[src/rtl/mole_round_ctrl.sv]
// rtl/mole_round_ctrl.sv - whack-a-mole round controller: spawn, hit/miss scoring, difficulty level.
// Optional build macro MISS_ON_WRONG_EN: a wrong-button press in WAIT counts as a miss.
module mole_round_ctrl #(
  parameter int         NUM_MOLES      = 8,
  parameter int         GAP_TICKS      = 3,
  parameter int         HITS_PER_LEVEL = 5,
  parameter int         MAX_MISSES     = 3,
  parameter logic [7:0] LFSR_SEED      = 8'hA5
) (
  input  logic                 clk_game,
  input  logic                 rst_n,
  input  logic                 game_en,
  input  logic [NUM_MOLES-1:0] btn_pulse,
  input  logic                 timeout_pulse,
  input  logic                 active,
  output logic                 timer_enable,
  output logic                 start,
  output logic [1:0]           level,
  output logic [NUM_MOLES-1:0] mole_led,
  output logic [7:0]           score,
  output logic [1:0]           misses,
  output logic                 game_over
);

  localparam int                 GW       = (GAP_TICKS > 1) ? $clog2(GAP_TICKS) : 1;
  localparam logic [GW-1:0]      GAP_LOAD = GW'(GAP_TICKS - 1);
  localparam int                 HW       = $clog2(HITS_PER_LEVEL + 1);
  localparam logic [HW-1:0]      HIT_MAX  = HW'(HITS_PER_LEVEL);
  localparam logic [3:0]         NM       = 4'(NUM_MOLES);
  localparam logic [1:0]         MISS_MAX = 2'(MAX_MISSES);
  localparam logic [NUM_MOLES-1:0] ONE    = {{(NUM_MOLES-1){1'b0}}, 1'b1};

  typedef enum logic [2:0] {IDLE, GAP, SPAWN, WAIT, OVER} state_t;

  state_t          state;
  logic [7:0]      lfsr;
  logic [GW-1:0]   gap_cnt;
  logic [HW-1:0]   hit_cnt;
  logic [2:0]      prev_idx;
  logic [2:0]      mod_idx;
  logic [2:0]      inc_idx;
  logic [2:0]      spawn_idx;
  logic            hit;
  logic            miss;

  // Fold the 3-bit LFSR slice into range, then step past the previous mole so it never repeats.
  always_comb begin
    mod_idx   = ({1'b0, lfsr[2:0]} >= NM) ? 3'({1'b0, lfsr[2:0]} - NM) : lfsr[2:0];
    inc_idx   = (({1'b0, mod_idx} + 4'd1) == NM) ? 3'd0 : mod_idx + 3'd1;
    spawn_idx = (mod_idx == prev_idx) ? inc_idx : mod_idx;
  end

`ifdef MISS_ON_WRONG_EN
  logic [NUM_MOLES-1:0] cur_mask;
  assign cur_mask = ONE << prev_idx;
  always_comb begin
    hit  = btn_pulse[prev_idx];
    miss = !hit && (timeout_pulse || (|(btn_pulse & ~cur_mask)));
  end
`else
  always_comb begin
    hit  = btn_pulse[prev_idx];
    miss = !hit && timeout_pulse;
  end
`endif

  always_ff @(posedge clk_game or negedge rst_n) begin
    if (!rst_n) begin
      state        <= IDLE;
      lfsr         <= LFSR_SEED;
      gap_cnt      <= '0;
      hit_cnt      <= '0;
      prev_idx     <= '0;
      start        <= 1'b0;
      timer_enable <= 1'b0;
      game_over    <= 1'b0;
      mole_led     <= '0;
      score        <= '0;
      misses       <= '0;
      level        <= '0;
    end else begin
      lfsr  <= {lfsr[6:0], lfsr[7] ^ lfsr[5] ^ lfsr[4] ^ lfsr[3]};
      start <= 1'b0;
      if (!game_en) begin
        state        <= IDLE;
        mole_led     <= '0;
        timer_enable <= 1'b0;
        game_over    <= 1'b0;
      end else begin
        case (state)
          IDLE: begin
            score        <= '0;
            misses       <= '0;
            hit_cnt      <= '0;
            level        <= '0;
            gap_cnt      <= GAP_LOAD;
            timer_enable <= 1'b1;
            state        <= GAP;
          end
          GAP: begin
            if (gap_cnt == '0) state <= SPAWN;
            else               gap_cnt <= gap_cnt - GW'(1);
          end
          SPAWN: begin
            start    <= 1'b1;
            mole_led <= ONE << spawn_idx;
            prev_idx <= spawn_idx;
            state    <= WAIT;
          end
          WAIT: begin
            if (hit) begin
              if (score != 8'hFF) score <= score + 8'd1;
              if (hit_cnt + HW'(1) == HIT_MAX) begin
                hit_cnt <= '0;
                if (level != 2'd2) level <= level + 2'd1;
              end else begin
                hit_cnt <= hit_cnt + HW'(1);
              end
              mole_led <= '0;
              gap_cnt  <= GAP_LOAD;
              state    <= GAP;
            end else if (miss) begin
              misses <= misses + 2'd1;
              if (misses + 2'd1 == MISS_MAX) begin
                mole_led     <= '1;
                game_over    <= 1'b1;
                timer_enable <= 1'b0;
                state        <= OVER;
              end else begin
                mole_led <= '0;
                gap_cnt  <= GAP_LOAD;
                state    <= GAP;
              end
            end
          end
          OVER:    state <= OVER;
          default: state <= IDLE;
        endcase
      end
    end
  end

`ifndef SYNTHESIS
  // The timer only sees start one edge late, so active lags start by a cycle.
  a_idle_on_start: assert property (@(posedge clk_game) disable iff (!rst_n)
    start |-> !active);
  a_active_in_wait: assert property (@(posedge clk_game) disable iff (!rst_n)
    (state == WAIT && !start && !$past(start) && !timeout_pulse) |-> active);
`endif

endmodule
[config.mk]
export PLATFORM = sky130hd
export DESIGN_NAME = mole_round_ctrl
export DESIGN_NICKNAME = d
export VERILOG_FILES = /design/src/rtl/mole_round_ctrl.sv
export SDC_FILE = /design/constraint.sdc
export NUM_CORES = 1
export LEC_CHECK = 0
export BUFFER_PORTS_ARGS = -buffer_cell sky130_fd_sc_hd__buf_2
export CORE_ASPECT_RATIO = 2
export CORE_MARGIN = 2
export CORE_UTILIZATION = 50
export CTS_BUF_LIST = sky130_fd_sc_hd__clkbuf_4 sky130_fd_sc_hd__clkbuf_8 sky130_fd_sc_hd__clkbuf_16
export CTS_CLUSTER_SIZE = 20
export DETAILED_ROUTE_END_ITERATION = 7
export PLACE_DENSITY = 0.79
export SYNTH_ARGS = -nofsm -noshare
export SYNTH_HDL_FRONTEND = slang
export SYNTH_SLANG_ARGS = --single-unit
export TNS_END_PERCENT = 30
[constraint.sdc]
create_clock -name clk_game -period 1.9 [get_ports clk_game]
set_input_delay 0.285 -clock clk_game [delete_from_list [all_inputs] [get_ports clk_game]]
set_output_delay 0.285 -clock clk_game [all_outputs]
set_load 0.1 [all_outputs]
==> results of run 1 <==
[critical path, cell delays in order (launching register included)]
cell and delay, ns:
dfrtp_2 0.40, mux4_2 0.55, mux2_4 0.31, o31a_1 0.36, nor2_1 0.14, nor3_1 0.06
[power groups by stage]
stage | clock network [mW] | logic [mW] | registers [mW]
after floorplan | 0 | 0.578 | 1.36
after global placement | 0 | 1.16 | 1.11
after detailed placement | 0 | 1.20 | 1.11
after CTS | 0.743 | 1.24 | 1.10
after global routing | 0.774 | 1.45 | 1.12
final | 0.734 | 1.36 | 1.10
[Yosys cell counts (5+ instances only)]
| library cell | instances |
|---|---|
| dfrtp_1 | 38 |
| a31oi_1 | 8 |
| nand2_1 | 16 |
| mux2i_1 | 5 |
| nor3_1 | 11 |
| nor2_1 | 21 |
| mux2_2 | 7 |
| xnor2_1 | 8 |
| ha_1 | 7 |
| o21ai_0 | 8 |
| a21oi_1 | 11 |
| nand3_1 | 8 |
| inv_1 | 10 |
[sequential cells by signal (all words and copies together) (netlist names), 2 cells and up]
name      flops
state         3
prev_idx      3
gap_cnt       2
mole_led      8
level         2
lfsr          8
score         8
misses        2
hit_cnt       3
[cells by family (layout without fill, tap and decap cells)]
kind of cell / count (synthesis) / after routing / synth area share [%]
AOI/OAI and AO/OA: 50 / 50 / 15.8
xor gates and xnor gates: 11 / 11 / 4.30
adders and majority gates: 7 / 7 / 3.91
buffers and inverters: 17 / 77 / 3.02
DFF: 42 / 42 / 47.2
muxes: 15 / 15 / 9.11
and+or+nand+nor: 75 / 75 / 16.7
[per-layer routing]
layer | track usage, % | wire, um | up-vias | part of all wire (%)
li1 | - | - | 898 | -
met1 | 23.4 | 1860 | 937 | 35
met2 | 44.0 | 3220 | 45 | 60
met3 | 3.03 | 145 | 14 | 2.7
met4 | 13.8 | 163 | 0 | 3.0
met5 | 0 | 0 | - | 0
[layout by cell type, fill, tap and decap left out, types with 2 or more instances in the layout]
cell type	n
dfstp_2	4
o21ai_2	2
mux4_2	2
clkbuf_8	5
xnor2_1	8
mux2_2	4
a31oi_1	8
a31o_2	2
buf_6	2
xor2_1	2
and3_1	4
o21ai_1	2
mux2i_1	5
nor3_1	10
o2bb2ai_1	2
a21oi_1	10
mux2_4	3
nand2_1	15
ha_1	6
nor2_1	21
inv_1	10
dfrtp_4	3
nand3_1	6
a21oi_2	2
buf_4	22
dfrtp_1	28
o21a_1	3
nand3_2	2
nand4_1	2
nand2b_1	3
buf_2	34
a21boi_0	2
dfrtp_2	7
o21ai_0	5
and2_1	2
[final cells by class]
class                      count  share of cell area [%]
clock buffer                   6                    2.67
clock inverter                 2                    1.31
multi-input combinational    158                    41.5
inverter                      10                    1.31
tap                           54                    2.36
sequential                    42                    37.6
timing repair buffer          59                    13.2
[worst min path at each step]
stage            start          end  slack, ns  depth (start not counted)
2_1_floorplan    rst_n    game_over      -0.01                          0
3_3_place_gp   lfsr[6]      lfsr[7]       0.35                          0
3_5_place_dp   lfsr[6]      lfsr[7]       0.34                          0
4_1_cts          rst_n  mole_led[5]       0.05                          2
5_1_grt          rst_n  mole_led[5]       0.09                          2
6_report         rst_n  mole_led[5]       0.04                          2
[timing repair]
item,in CTS,in global routing
hold buffers,0,0
endpoints found under the setup margin,21,29
buffers inserted,0,1
resized for setup,9,13
pin swaps,4,5
[metrics by stage]
stage	hold slack [ns]	setup TNS, ns	power [mW]	worst slack [ns]	util [%]
finish	0.0355	-0.228	3.20	-0.0337	65.9
global route	0.0908	-1.13	3.35	-0.112	65.9
CTS	0.0508	-0.866	3.09	-0.0744	64.1
detailed placement	0.340	-1.39	2.32	-0.125	60.9
global placement	0.346	-0.770	2.27	-0.0749	60.9
floorplan	-0.0106	-0.102	1.94	-0.0421	-
==> results list, run 1 <==
- The number of nets handed over by synthesis was 237.
- Fill cells in the final layout number 354.
- Slew margin rel.: 64.6%
* Final routed wire length divided by cell count: 16.3 um
- In this run, CTS created clock tree buffers numbering 5.
* Pin count of the biggest net entering global routing: 43
- Port buffering added 34 buffers.
- Clock insertion delay at the later pin of the skew report: 0.30 ns
- Row count: 34
- Arrival time worst endpoint: 2.11 ns
- The final number of max-transition violations came to 0.
* Post-synth cell types: 47
- The floorplan step set the die height to 98.6 um.
* Share of synthesized registers carrying an async set or reset: 100%
- Leakage dissipation: 1.34 nW
- Ranked by total cell area, the synthesized netlist is headed by dfrtp_1 42%, dfstp_2 4.7%, ha_1 3.9%.
* Seq/Total Area, Yosys: 47.2%
- Buffer levels on the longest clock path: 2
- WS Path Type: reg -> reg
* Multi-input combinational cell area: 1190 um2
- The clock arrives with 0.00877 ns of skew.
- IO Count: 36
- The routed design has 5390 um of wire.
- Die width: 51.3 um
- The region available for standard cell placement spans 4340 um2.
- Reg2reg end: mole_led[6]
* R2R Path Start: prev_idx[0]
- Total of flip-flops plus latches after synthesis: 42
- Achievable frequency: 0.517 GHz
- Num Clock Sinks: 42
- Total number of vias: 1,894
- Summed over all layers, the global routing overflow is 0.
* Maxcap violations: 0
- Per report_power, the combinational group accounts for 42.5% of the total.
- Number of global-route vias before repair: 1,943
- RSZ-0062 raised after global routing: true
- 0 antenna diodes ended up in the layout.
- IR Drop Worst-Case VDD: 0.819 mV
- The analysis attributes to net switching a power of 1.24 mW.
- The run finished, with violations left.
- Placed instance count: 322
* Transition time at the pin with the least slew margin: 0.532 ns
- The wire-length estimate of the detail-placed layout is 4030 um.
- Relative contribution of sequential cells to total power: 34.5%
- The detailed router finished its first iteration with 57 violations.
- Post-route cell area: 2860 um2
* Floorplan die area: 5060 um2
- Each instance of the synthesized netlist takes up on average 10.3 um2.
- Of all cell types, the one taking the most synthesized area is dfrtp_1.
* Power density of the placed cells: 1120 nW/um2
* Net count reported at finish: 296
* Antenna-violating nets left: 0
- Cells with a size suffix above 1 make up 40.4% of the layout.
* # DRC: 0
- STA classifies the critical path endpoint as a register.
- The worst path in the final design needs a cycle of 1.93 ns, including I/O delays and setup.
- The H-tree was split into 2 levels.
- Final Setup Violations: 10
- Capture point of the worst path: mole_led[6]
* Gr usage total: 23.5%
* Final critical-path share of the clock period: 102%
- Of the total power, the share spent switching nets is 38.7%.
* DR vias/cell: 5.72
- In this run the worst setup path begins at prev_idx[0].
- The checks that failed: setup timing.
* Count of warnings emitted by yosys: 0
- Routability-driven placement finished with a final weighted congestion of 0.878.
* Area share of the largest cell type after synthesis: 42.5%
- The worst setup path is launched from a register.
- In this run the register-to-register setup slack is -0.03 ns.
- Worst hold path type: in -> async
- The share of total power dissipated in the clock network is 22.9%.
- Number of antenna violations at the first check in global routing: 0
- First-pass GRT wire length: 8900 um
- In this run the worst path has a maximum fanout of 8.
- Synthesis-to-layout area growth: 27.7%
* Netlist area before placement: 2240 um2
- TritonCTS clock tree: yes
* Hold Fails Final Rpt: 0
* EDFF count, synth: 0
- Required arrival time at the worst endpoint: 2.08 ns
* CTS Root Buffer Type: clkbuf_8
* Initial cell density of the core: 51.6%
* Post-layout instance count excluding filler cells: 331
- For the worst flop-to-flop path, the logic depth is 5.
- For this run, the leading register cell type out of synthesis is dfrtp_1.
* Number of detailed-routing iterations run before antenna repair: 4
- The internal power of the cells totals 1.96 mW.
- Setup slack on the critical path of the routed design comes to -0.0337 ns.
- Area post-placement: 2640 um2
- In the synthesized netlist, the number of instances is 217.
- CTS clock-pin slew for the worst setup and hold paths: 0.09 ns
- Seq. cell area: 1080 um2
(Power assumes the default switching activity.)
==> run 2: changes to the inputs <==
- ABC_AREA: unset -> 1
- CORE_UTILIZATION: 50 -> 51
- PLACE_DENSITY: 0.79 -> unset
- PLACE_DENSITY_LB_ADDON: unset -> 0.25
==> run 2 against run 1 <==
Compared with the run above: the flow now finishes without violations; combinational power up 38%; clock skew is essentially flat; register-to-register slack better by 0.23 ns; hold slack improved by 0.28 ns; sequential power grew 9%; largest power group unchanged; sequential share of layout area grew 1.8 points; count of clock-buffer cells in the layout is 1 higher; via count up 11%; critical path type unchanged; highest routed layer unchanged; wire length fell by 5.1%; global-route usage shrank 1.6 points.
==> results list, run 2 <==
* Result of the run: finished clean
- The worst reg-to-reg setup slack was 0.19 ns (+0.23 ns).
- Post-layout instance count excluding filler cells: 403 (+22%)
- The number of diodes added for antenna fixing was 0 (unchanged).
* Biggest registers after layout: lfsr x8, mole_led x8, score x8
* Internal power summed over all cells: 1.80 mW (-8.4%)
* Cell type with the highest occurrence count on the critical path: nand3_1
- The arrival time at the worst endpoint came to 1.90 ns (-0.21 ns).
- Area share of the largest cell type after synthesis: 40.7% (-1.8 points)
- Die width: 51.9 um (+1.1%)
- Final critical-path share of the clock period: 89.9% (-12 points)
- The total half-perimeter wirelength after legalization and detailed placement was 3990 um (-0.92%).
* EDFF count, synth: 0 (unchanged)
- The synthesized-area fraction occupied by adder cells came to 3.75% (-0.17 points).
* Relative contribution of sequential cells to total power: 32.6% (-1.9 points)
- Most used standard cells in the synthesized netlist: 97 x nand2_1, 42 x nand3_1, 38 x dfrtp_1, 35 x inv_1
* IO Count: 36 (unchanged)
- The number of buffers added by the clock tree synthesis step came to 5 (unchanged).
* Leading cell types by total area after synthesis: dfrtp_1 41%, nand2_1 16%, nand3_1 9.0%
- The clock skew after layout was 0.00847 ns (-0.000301 ns).
- Floorplan die area: 5170 um2 (+2.2%)
- # DRC: 0 (unchanged)
- nand2_1 is the most common cell in the netlist.
- The signal on the critical path passes through inv_2 -> nand2_1 -> nand3_1 -> nand3_1 -> nand2_2 -> nand3_1 -> nand2_2 -> nand2_2 -> nand3_1 -> nand2_1.
- RSZ-0062 raised after global routing: false
* Slew margin rel.: 67.7% (+3.2 points)
* Number of levels in the clock H-tree: 2 (unchanged)
- Gate power share: 51.1% (+8.6 points)
- DR vias/cell: 5.23 (-8.5%)
* First-pass GRT wire length: 8530 um (-4.2%)
- Kind of launch point of the worst setup path: register
- The number of global-route vias before repair came to 1,987 (+2.3%).
- The wire length reported by the detailed router is 5110 um (-5.1%).
- The remaining number of nets flagged by the antenna check after routing is 0 (unchanged).
- The number of antenna violations at the first check in global routing came to 0 (unchanged).
* Total of flip-flops plus latches after synthesis: 42 (unchanged)
- TritonCTS built the clock tree.
- The number of distinct library cell variants in the gate-level netlist after synthesis was 30 (-36%).
- The total power was 3.69 mW (+15%).
* WS Path Type: reg -> reg
- Leakage dissipation: 1.46 nW (+8.6%)
* IR Drop Worst-Case VDD: 0.951 mV (+16%)
* Hold Fails Final Rpt: 0 (unchanged)
* Number of detailed-routing iterations run before antenna repair: 4 (unchanged)
* CP max stage delay: 0.49 ns (-0.06 ns)
* Compound-Gate Fraction of Synth Area: 6.42% (-9.4 points)
- STA classifies the critical path endpoint as a register.
- The detailed route wirelength on metal2 was 2870 um (-11%).
* Total number of vias: 2,109 (+11%)
* Gr usage total: 21.9% (-1.6 points)
- Slowest-stage cell, CP: dfrtp_2
* Clock insertion delay at the later pin of the skew report: 0.29 ns (about the same)
- The total power divided by cell area was 1370 nW/um2 (+22%).
- Transition time at the pin with the least slew margin: 0.487 ns (-0.0444 ns)
- In the layout the commonest cells are 97 x nand2_1, 42 x nand3_1, 35 x inv_1.
- Final routed wire length divided by cell count: 12.7 um (-22%)
- CTS clock-pin slew for the worst setup and hold paths: 0.08 ns (about the same)
- Number of pins exceeding their max-slew limit in the final report: 0 (unchanged)
* Dominant combinational cell family by area after synthesis: simple AND/OR/NAND/NOR gates
- Most common library cell in the layout ignoring fill and taps: nand2_1
- Min cycle time layout: 1.71 ns (-0.225 ns)
- The synthesized design spends more area on one cell type than any other, namely dfrtp_1.
* Met1 wire length: 1880 um (+0.64%)
- Mapped Cells: 306 (+41%)
* Share of cell area taken by muxes after synthesis: 0% (-9.1 points)
* Fraction of final layout cells with drive strength greater than 1: 21.2% (-19 points)
* Initial cell density of the core: 53.3% (+1.8 points)
* Buffer levels on the longest clock path: 2 (unchanged)
- Global placement routability congestion: 0.801 (-8.8%)
- The routed length on met3 came to 166 um (+14%).
* Final global-route overflow total: 0 (unchanged)
- The net count of the mapped netlist was 326 (+38%).
* Detailed router's first-iteration violation count: 31 (-46%)
* Count of warnings emitted by yosys: 0 (unchanged)
- The number of buffers added on ports is 34 (unchanged).
* TNS Setup: 0 ns (+0.228 ns)
* Post-synthesis simple-gate area fraction: 33.1% (+16 points)
* Pin count of the biggest net entering global routing: 19 (-56%)
- Among all flip-flop cells after synthesis, the most frequent one is dfrtp_1.
* Final hold slack: 0.315 ns (+0.280 ns)
- The number of core rows came to 34 (unchanged).
* Synthesis-to-layout area growth: 15.4%
* Final Setup Violations: 0 (-10)
- Core Box Area: 4380 um2 (+0.98%)
- Maxcap violations: 0 (unchanged)
- The post-synthesis instance area is 2340 um2 (+4.4%).
- The clock sink count was 42 (unchanged).
* Y dimension of the die: 99.7 um (+1.1%)
- Seq/Total Area, Yosys: 45.2% (-2.0 points)
* Top fanout value on the critical path: 9 (+1)
- Net count reported at finish: 368 (+24%)
- Net Sw Power: 1.89 mW (+53%)
- The xor/xnor cell area share of the yosys netlist came to 4.07% (-0.24 points).
- Share of total power consumed by net switching: 51.3% (+13 points)
- Achievable frequency: 0.585 GHz (+13%)
- The cell sitting at the root of the clock tree is a clkbuf_8.
- Worst hold path type: in -> reg
- Clock share of power: 16.3% (-6.6 points)
* Top layer in use: met4
* Post-synthesis average cell area: 7.64 um2 (-26%)
* Required arrival time at the worst endpoint: 2.09 ns (about the same)
* Placed instance count: 394 (+22%)
- Share of synthesized registers carrying an async set or reset: 100% (unchanged)
## run 2: changes by cell type after synthesis, sizes merged, moves of 7 or more
cell	previous run	this run
mux2	7	0
nand2	16	101
nand4	2	10
o21ai	9	18
nand3	8	42
a21oi	12	5
a31oi	8	1
nor3	11	1
inv	10	40
## run 2: cell families (layout without fill, tap and decap cells)
kind of cell               Yosys count  after routing
buffers and inverters               45             88
AOI/OAI and AO/OA                   26             26
DFF                                 42             42
xor gates and xnor gates            10             10
and+or+nand+nor                    176            176
adders and majority gates            7              7
## run 2: routing by layer
metal / global-route usage, % / vias to the layer above
met2: 40.2 / 47
met5: 0 / -
met3: 2.25 / 20
met4: 13.0 / 0
li1: - / 1063
met1: 22.5 / 979
## run 2: area by class of cell
cell class,instances,area [um2]
Clock buffer,7,90.1
Clock inverter,1,5.00
Fill cell,420,1680
Inverter,41,154
Multi-Input combinational cell,219,1110
Sequential cell,42,1060
Tap cell,54,67.6
Timing Repair Buffer,39,210
## run 2: metrics by stage
step	utilization [%]	area (um2)	setup WS (ns)
final	61.6	2700	0.191
after global routing	61.6	2700	0.0333
after CTS	61.5	2700	0.146
after detailed placement	59.1	2590	0.174
after global placement	59.1	2590	0.194
after floorplan	-	2340	0.0124
## run 2: power groups by stage
| stage | Combinational (mW) | Clock, mW | Sequential, mW |
|---|---|---|---|
| after floorplan | 0.981 | 0 | 1.74 |
| after global placement | 1.86 | 0 | 1.21 |
| after CTS | 1.90 | 0.624 | 1.20 |
| after detailed placement | 1.89 | 0 | 1.22 |
| after global routing | 2.08 | 0.649 | 1.23 |
| final | 1.88 | 0.603 | 1.20 |
## run 2: final timing paths
kind                              from           to  depth (start not counted)
setup / recovery           prev_idx[0]  mole_led[6]                         10
min in group asynchronous        rst_n     level[0]                          2
hold reg to reg                lfsr[6]      lfsr[7]                          0
setup reg to reg           prev_idx[0]  mole_led[6]                         10
max in group asynchronous        rst_n     score[4]                          3
hold / removal                 game_en    game_over                          3
## run 2: what timing repair did
| action | CTS | global route |
|---|---|---|
| gates resized for setup | 0 | 1 |
| hold buffers | 1 | 0 |
| endpoints found under the setup margin | 0 | 8 |
| setup buffers | 0 | 0 |
| endpoints found under the hold margin | 10 | 0 |
## run 2: worst max-delay path, delay by kind of cell, from the launching register on
family / cells / cell delay [ns]
and+or+nand+nor: 9 / 1.00
DFF: 1 / 0.49
buffers and inverters: 1 / 0.12
==> run 3: changes to the inputs <==
- PLACE_DENSITY_LB_ADDON: 0.25 -> 0.15
==> run 3 against run 2 <==
Compared with the run above: sequential share of layout area is 0.54 points lower; setup slack worse by 0.024 ns; first-iteration DRC count is 110% higher; die area stayed put; sequential cell count stayed put; sequential power hardly changed; clock power is 45% higher; maximum frequency is 1.4% lower; critical endpoint is now mole_led[2]; largest cell class unchanged.
==> results list, run 3 (synthesis gave the netlist of run 2 again) <==
- Result of the run: finished clean
- Placed instance count: 394 (unchanged)
- Maxcap violations: 0 (unchanged)
* Post-layout instance count excluding filler cells: 402 (-0.25%)
- The clock slew at the register clock pins of the worst setup and hold paths is 0.08 ns (about the same).
* Detailed router's first-iteration violation count: 64 (+110%)
* Number of detailed-routing iterations run before antenna repair: 4 (unchanged)
- Pin count of the biggest net entering global routing: 29 (+10)
- TritonCTS clock tree: yes
- The startpoint identified for the worst register-to-register timing path is prev_idx[0].
- Min cycle time layout: 1.73 ns (+0.0236 ns)
* First-pass GRT wire length: 8860 um (+3.9%)
- The post-layout net count came to 367 (-0.27%).
- The number of core rows came to 34 (unchanged).
* CP max stage delay: 0.48 ns (about the same)
- The setup-violating endpoint count in the final report is 0 (unchanged).
- Gr usage total: 22.3% (+0.41 points)
- Worst hold path type: in -> async
* IO Count: 36 (unchanged)
- The final number of max-transition violations came to 0 (unchanged).
- The number of inserted filler cells in the final layout was 430 (+2.4%).
- The number of diodes added for antenna fixing is 0 (unchanged).
* Fraction of final layout cells with drive strength greater than 1: 21.3% (+0.061 points)
- The final cell area excluding filler cells is 2740 um2 (+1.4%).
- The standby leakage power came to 1.47 nW (+1.1%).
- The tree is rooted in a clkbuf_8.
* Y dimension of the die: 99.7 um (unchanged)
- The maximum fanout count along the critical path was 9 (unchanged).
- Biggest registers after layout: lfsr x8, mole_led x8, score x8
* IR Drop Worst-Case VDD: 1.20 mV (+26%)
- The total area of sequential cells came to 1060 um2 (unchanged).
* Synthesis-to-layout area growth: 17.0%
- Number of clock buffers inserted by TritonCTS: 5 (unchanged)
- WS Path Type: reg -> reg
- Worst setup path startpoint: prev_idx[0]
- Slowest-stage cell, CP: dfrtp_2
- The clock skew after layout is 0.00426 ns (-0.00422 ns).
- # DRC: 0 (unchanged)
- Multi-input combinational cell area: 1110 um2 (unchanged)
- The per-cell via count in the routed design is 5.23 (about the same).
* Final routed wire length divided by cell count: 12.9 um (+1.4%)
* Slew margin rel.: 58.2% (-9.5 points)
- The signal on the critical path passes through inv_2 -> nand2_1 -> nand3_1 -> nand3_1 -> nand2_2 -> nand3_1 -> nand2_2 -> nand2_2 -> nand3_1 -> nand2_1.
- Die width: 51.9 um (unchanged)
- Final global-route overflow total: 0 (unchanged)
- Half-perimeter wire length after detailed placement: 3920 um (-1.7%)
* Required arrival time at the worst endpoint: 2.09 ns (about the same)
- The initial standard-cell utilization of the core is 53.3% (unchanged).
- Global placement routability congestion: 0.838 (+4.6%)
- Overall power consumption: 3.97 mW (+7.5%)
- Number of antenna violations at the first check in global routing: 0 (unchanged)
- Antenna-violating nets left: 0 (unchanged)
- Area post-placement: 2590 um2 (unchanged)
- Transition time at the pin with the least slew margin: 0.627 ns (+0.140 ns)
- Leading cell types in the layout, fill and taps excluded: 97 x nand2_1, 42 x nand3_1, 35 x inv_1
- The number of buffers added on ports was 34 (unchanged).
- The final hold violation count is 0 (unchanged).
* Core Box Area: 4380 um2 (unchanged)
* Detailed-route wire length: 5180 um (+1.2%)
- The fraction of the cycle the final worst path needs was 91.2% (+1.2 points).
- Most common library cell in the layout ignoring fill and taps: nand2_1
* Cell type with the highest occurrence count on the critical path: nand3_1
- The number of levels in the clock H-tree was 2 (unchanged).
- The worst setup path is captured at a register.
- The total power divided by cell area came to 1450 nW/um2 (+6.0%).
- The setup TNS came to 0 ns (unchanged).
- The routed via count was 2,104 (-0.24%).
* Floorplan die area: 5170 um2 (unchanged)
- The highest clock rate came to 0.577 GHz (-1.4%).
- The later-pin clock latency in the skew report came to 0.30 ns (about the same).
- Buffer levels on the longest clock path: 2 (unchanged)
- The number of global-route vias before repair is 2,020 (+1.7%).
- The clock sink count is 42 (unchanged).
* Arrival time worst endpoint: 1.92 ns (+0.02 ns)
- STA classifies the critical path startpoint as a register.
==> run 3: cell count changes in the layout (fill, tap and decap cells not counted) <==
cell | before | now
dlygate4sd3_1 | 1 | 0
bufinv_16 | 0 | 2
clkbuf_4 | 1 | 0
clkinv_2 | 1 | 0
==> run 3: path summary, 6_finish.rpt <==
path	to	slack, ns	cells past startpoint
worst max register to register	mole_led[2]	0.17	10
max in group asynchronous	mole_led[5]	1.32	2
worst max-delay path	mole_led[2]	0.17	10
worst min-delay path	lfsr[1]	0.001	1
worst min register to register	lfsr[7]	0.36	0
min in group clk_game	game_over	0.32	3
==> run 3: cell type report <==
class	instances	share of cell area (%)
Clock inverter	2	2.20
Tap cell	54	2.47
Clock buffer	6	3.02
Timing Repair Buffer	38	7.32
Multi-Input combinational cell	219	40.5
Sequential cell	42	38.9
Inverter	41	5.63
==> run 3: worst max-delay path: cells and delay by family (launching register included) <==
family,cells,cell delay (ns)
simple gates,9,1.02
flops,1,0.48
buf+inv,1,0.12
==> run 3: through the flow <==
step	utilization (%)	setup slack (ns)	hold WS, ns
4_1_cts	62.4	0.136	0.0138
2_1_floorplan	-	0.0124	-0.0106
3_3_place_gp	59.1	0.173	0.336
5_1_grt	62.4	-0.00689	0.0391
6_report	62.4	0.168	0.00148
3_5_place_dp	59.1	0.149	0.339
==> run 3: metal layers <==
layer,vias up,share of wire (%),wire [um],track usage (%)
li1,1062,-,-,-
met1,991,38,1960,24.0
met2,43,58,2990,41.7
met3,8,2.8,147,3.00
met4,0,1.6,82,8.50
met5,-,0,0,0
==> run 3: what timing repair did <==
action	4_1_cts	5_1_grt
hold buffers	0	0
resized for setup	0	1
setup endpoints to repair	0	6
buffers inserted	0	0
==> run 3: power by group <==
group / switching, mW / total, mW / internal, mW
clock network: 0.314 / 0.874 / 0.560
registers: 0.150 / 1.21 / 1.06
logic: 1.45 / 1.88 / 0.432
total: 1.92 / 3.97 / 2.05
